==> src/rtl/alu_op_sequencer.sv <==
// Initiator-side controller for the clock-gated 8-bit registered ALU: takes a request,
// gates the ALU clock on for two cycles, then collects Result/Carry/Zero as a response.
module alu_op_sequencer #(
  parameter int DW    = 8,
  parameter int CNT_W = 16
) (
  input  logic             clk,
  input  logic             reset,
  input  logic             req_valid,
  output logic             req_ready,
  input  logic [DW-1:0]    req_a,
  input  logic [DW-1:0]    req_b,
  input  logic [2:0]       req_opcode,
  output logic             rsp_valid,
  input  logic             rsp_ready,
  output logic [DW-1:0]    rsp_result,
  output logic             rsp_carry,
  output logic             rsp_zero,
  output logic             rsp_err,
  output logic [DW-1:0]    alu_a,
  output logic [DW-1:0]    alu_b,
  output logic [2:0]       alu_opcode,
  output logic             alu_clk_en,
  input  logic [DW-1:0]    alu_result,
  input  logic             alu_carry,
  input  logic             alu_zero,
  output logic [CNT_W-1:0] op_count
);

  localparam logic [2:0] S_IDLE    = 3'd0;
  localparam logic [2:0] S_ISSUE   = 3'd1;
  localparam logic [2:0] S_WAIT    = 3'd2;
  localparam logic [2:0] S_CAPTURE = 3'd3;
  localparam logic [2:0] S_RESP    = 3'd4;

  logic [2:0]       r_state;
  logic [2:0]       w_next;
  logic [DW-1:0]    r_a;
  logic [DW-1:0]    r_b;
  logic [2:0]       r_op;
  logic [DW-1:0]    r_result;
  logic             r_carry;
  logic             r_zero;
  logic             r_err;
  logic [CNT_W-1:0] r_count;
  logic             w_accept;
  logic             w_rsp_hs;
  logic             w_carry_op;

  function automatic logic [CNT_W-1:0] sat_inc(input logic [CNT_W-1:0] c);
    return (c == {CNT_W{1'b1}}) ? c : c + 1'b1;
  endfunction

  assign req_ready  = (r_state == S_IDLE) || ((r_state == S_RESP) && rsp_ready);
  assign rsp_valid  = (r_state == S_RESP);
  assign alu_clk_en = (r_state == S_ISSUE) || (r_state == S_WAIT);

  assign w_accept   = req_valid && req_ready;
  assign w_rsp_hs   = rsp_valid && rsp_ready;
  // Only add/sub define Carry; the ALU leaves a stale value on every other opcode.
  assign w_carry_op = (r_op == 3'b000) || (r_op == 3'b001);

  always_comb begin
    w_next = r_state;
    case (r_state)
      S_IDLE:    if (req_valid) w_next = S_ISSUE;
      S_ISSUE:   w_next = S_WAIT;
      S_WAIT:    w_next = S_CAPTURE;
      S_CAPTURE: w_next = S_RESP;
      S_RESP:    if (rsp_ready) w_next = req_valid ? S_ISSUE : S_IDLE;
      default:   w_next = S_IDLE;
    endcase
  end

  always_ff @(posedge clk) begin
    if (!reset) begin
      r_state  <= S_IDLE;
      r_a      <= '0;
      r_b      <= '0;
      r_op     <= '0;
      r_result <= '0;
      r_carry  <= 1'b0;
      r_zero   <= 1'b0;
      r_err    <= 1'b0;
      r_count  <= '0;
    end else begin
      r_state <= w_next;
      if (w_accept) begin
        r_a  <= req_a;
        r_b  <= req_b;
        r_op <= req_opcode;
      end
      if (r_state == S_WAIT) begin
        r_result <= alu_result;
        r_carry  <= alu_carry & w_carry_op;
      end
      // Zero lags Result by one ALU clock, so it is only valid one cycle later.
      if (r_state == S_CAPTURE) begin
        r_zero <= alu_zero;
        r_err  <= alu_zero ^ (r_result == '0);
      end
      if (w_rsp_hs) r_count <= sat_inc(r_count);
    end
  end

  assign alu_a      = r_a;
  assign alu_b      = r_b;
  assign alu_opcode = r_op;
  assign rsp_result = r_result;
  assign rsp_carry  = r_carry;
  assign rsp_zero   = r_zero;
  assign rsp_err    = r_err;
  assign op_count   = r_count;

endmodule

==> config.mk <==
export PLATFORM = sky130hd
export DESIGN_NAME = alu_op_sequencer
export DESIGN_NICKNAME = d
export VERILOG_FILES = /design/src/rtl/alu_op_sequencer.sv
export SDC_FILE = /design/constraint.sdc
export NUM_CORES = 1
export LEC_CHECK = 0
export ABC_AREA = 0
export CAP_MARGIN = 25
export CORE_MARGIN = 10
export CORE_UTILIZATION = 40
export CTS_CLUSTER_SIZE = 16
export DETAILED_ROUTE_END_ITERATION = 10
export GPL_ROUTABILITY_DRIVEN = 1
export GPL_TIMING_DRIVEN = 0
export PLACE_DENSITY = 0.8
export SLEW_MARGIN = 20
export SYNTH_ARGS = -nofsm -noshare
export SYNTH_HDL_FRONTEND = slang
export SYNTH_SLANG_ARGS = --single-unit
==> constraint.sdc <==
create_clock -name clk -period 1.91 [get_ports clk]
set_input_delay 0.191 -clock clk [delete_from_list [all_inputs] [get_ports clk]]
set_output_delay 0.191 -clock clk [all_outputs]
set_load 0.1 [all_outputs]
==> results.yml <==
logic_synthesis:
  yosys-top-cells-area: "dfxtp_1 47%, mux2i_1 14%, nor2_1 6.5%"
  syn-num-nets: 253
  synthCells: 219
  synth_seq_cells: 49
  synth_top_area_cell: "dfxtp_1"
  seq_area_frac_synth_pct: 47.1
  syn_avg_cell_area_um2: 9.50
  ys_types: 43
  yosysTopAreaCellShare_pct: 47.1
  yosysWarnings: 0
  synthesis.area_um2: 2080
routing:
  drtIter0Drc: 77
  routed_wl_um: 5590
  dr.pass1.iters: 4
  num_vias: 1928
  ant_nets: 0
  wl_per_cell_um: 14.7
  drc_errors: 0
  vias_per_cell: 5.07
final_layout:
  drive_gt1_share_pct: 13.5
  area_growth_pct: 47.4
  fin_nets: 343
  diodes: 0
  final_cells: 380
worst_setup_path:
  cp-end-kind: "output port"
  cpMaxStageDelayCell: "clkdlybuf4s15_2"
  critPathLaunchType: "register"
  crit_type: "register to output port"
  worstPathMaxFanout: 7
  worst_ep_required_time_ps: 1720
  path_cells: "nor2_1 -> and2_1 -> clkdlybuf4s15_2"
  cp_num_buf_inv: 1
  worstPathArrival_ps: 1610
  max_stage_delay_ps: 570
  cp_top_family: "buffers and inverters"
global_routing:
  met1_usage_pct: 14.1
  met2_usage_pct: 23.5
  gr-usage-all-layers_pct: 12.8
  grt_pass1_wl_um: 9230
  grt_max_degree: 16
  grt_util_met3_pct: 3.59
  grt.busiest_layer: "met2"
  antenna_found_initial: 0
  grt_pass1_vias: 1924
  grt_overflow: 0
floorplan:
  coreArea_um2: 5070
  rows: 26
  io_pins: 82
  dieArea_um2: 8490
  die_y_um: 92.1
  dieWidth_um: 92.1
  start_util_pct: 41.0
clock_tree:
  path_clk_slew_ps: 90
  postCtsHoldBufs: 0
  clock_path_buffers: 2
  cts.sink_count: 49
  cts_max_level: 2
  numCtsBuffers: 5
  cts_tree: "built"
  root_buffer: "clkbuf_8"
  clk-insertion-delay-late_ps: 290
flow_run:
  drv_cap: 0
timing:
  worstMarginPinSlew_ps: 994
  fin_crit_ps: 1800
  hold_violations: 0
  setup_violations: 0
  maxSlewViolCount: 0
  maxSlewHeadroom_pct: 34.0
  fin_skew_ps: 7.38
  rsz0062_at_grt: "false"
  fin_crit_sh_pct: 94.1
  fmax_mhz: 556
pwr:
  p_per_area_nw_per_um2: 808
  p_leak_nw: 1.38
  vdd_drop_max_mv: 0.516
  finalPower_w: 0.00248
place:
  dp_hpwl_um: 4430
  io_buffers: 80
  dp_cells: 369
  gp_congestion: 0.859
outcome:
  status: "finished, final reports clean"
worst_hold_path:
  hp-class: "input pin to register"
==> area by class of cell <==
cell class	instances	area, um^2
Clock inverter	2	13.8
Sequential cell	49	1020
Timing Repair Buffer	83	763
Fill cell	476	2010
Multi-Input combinational cell	152	1020
Tap cell	70	87.6
Buffer	12	56.3
Clock buffer	6	82.6
Inverter	6	22.5
==> placed cells by master (no fill, tap or decap), drive strengths merged, types with 4 or more instances in the layout <==
cell	Yosys	final
dfxtp	49	49
dlygate4sd2	0	46
nor2	36	36
clkdlybuf4s50	0	31
mux2i	29	29
buf	10	14
a21oi	11	11
nand2	8	8
clkbuf	2	8
nor4	7	7
or4	6	6
inv	6	6
nand3	5	5
o31ai	5	5
o41ai	4	4
o21ai	4	4
nand4	4	4
==> worst register-to-register path, stage by stage, from the launching register on <==
cell and delay [ps]:
dfxtp_1 480, nand4bb_1 120, buf_2 180, or2_0 230
buf_2 160, nor4_1 350, mux2i_1 210
==> power by group <==
part	total, W	switching [W]	internal, W	leakage, nW
registers	0.00110	0.0000350	0.00106	0.409
clock network	0.000631	0.000337	0.000294	0.0512
logic	0.000750	0.000551	0.000200	0.917
total	0.00248	0.000923	0.00156	1.38
==> cell families (layout without fill, tap and decap cells) <==
logic type,count (synthesis),after routing,synth area share (%)
AO/OA/AOI/OAI,34,34,10.9
AND/OR/NAND/NOR,86,86,22.7
XOR/XNOR,2,2,0.842
buffers and inverters,18,109,3.79
adder cells (fa/ha/maj),1,1,0.601
multiplexers,29,29,14.0
flip-flops,49,49,47.1
==> path summary, 6_finish.rpt <==
path,from,endpoint,slack (ps),cells past startpoint
setup / recovery,r_state[0],rsp_valid,110,3
hold / removal,reset,op_count[11],240,2
setup reg to reg,r_state[2],op_count[14],110,6
hold reg to reg,op_count[10],op_count[10],470,1
==> cell usage after synthesis <==
master,n
nand2_1,8
nand3_1,5
or4_1,6
a211oi_1,2
and4bb_2,1
and2_1,2
o41ai_1,4
or3_1,3
nor3_1,2
nand4_1,3
nand4_2,1
buf_1,3
xnor2_1,1
or2b_1,1
buf_4,1
inv_2,1
and4_1,2
a21oi_1,11
dfxtp_1,49
nor4_4,1
nand2b_1,2
and3_1,1
o21ai_0,4
a31oi_1,1
o21a_1,2
clkbuf_1,2
and3b_1,1
nand3b_1,1
buf_2,6
o311ai_0,2
ha_1,1
mux2i_1,29
nand4bb_1,1
xor2_1,1
o311ai_1,1
nor4_1,6
o31ai_1,5
o31a_1,2
nor4b_1,1
nor3b_1,1
or2_0,1
nor2_1,36
inv_1,5
==> through the flow <==
| stage | setup slack (ps) | TNS [ps] | util (%) | hold slack, ps | cell area, um^2 |
|---|---|---|---|---|---|
| after floorplan | -11.4 | -11.4 | - | 335 | 2120 |
| after global placement | -395 | -839 | 59.3 | 453 | 3010 |
| after detailed placement | -397 | -1200 | 59.3 | 464 | 3010 |
| after CTS | 53.0 | 0 | 60.1 | 232 | 3050 |
| after global routing | 0.757 | 0 | 60.5 | 267 | 3070 |
| final | 112 | 0 | 60.5 | 240 | 3070 |
==> metal layers <==
| metal | vias to the layer above | share of wire [%] |
|---|---|---|
| met5 | - | 0 |
| met4 | 0 | 0.97 |
| met3 | 4 | 5.6 |
| met2 | 44 | 52 |
| met1 | 906 | 42 |
| li1 | 974 | - |
==> sequential cells by signal, indices dropped and copies added (netlist names) <==
name	count
op_count	16
alu_a	8
alu_b	8
rsp_result	8
alu_opcode	3
r_state	3
rsp_carry	1
rsp_err	1
rsp_zero	1
==> timing repair <==
item / in CTS / in global routing
gates cloned: 0 / 0
setup endpoints to repair: 49 / 10
endpoints found under the hold margin: 0 / 0
setup buffers: 0 / 3
gates resized for setup: 55 / 2
pin swaps: 0 / 1
Power figures use the tool's default switching activity.
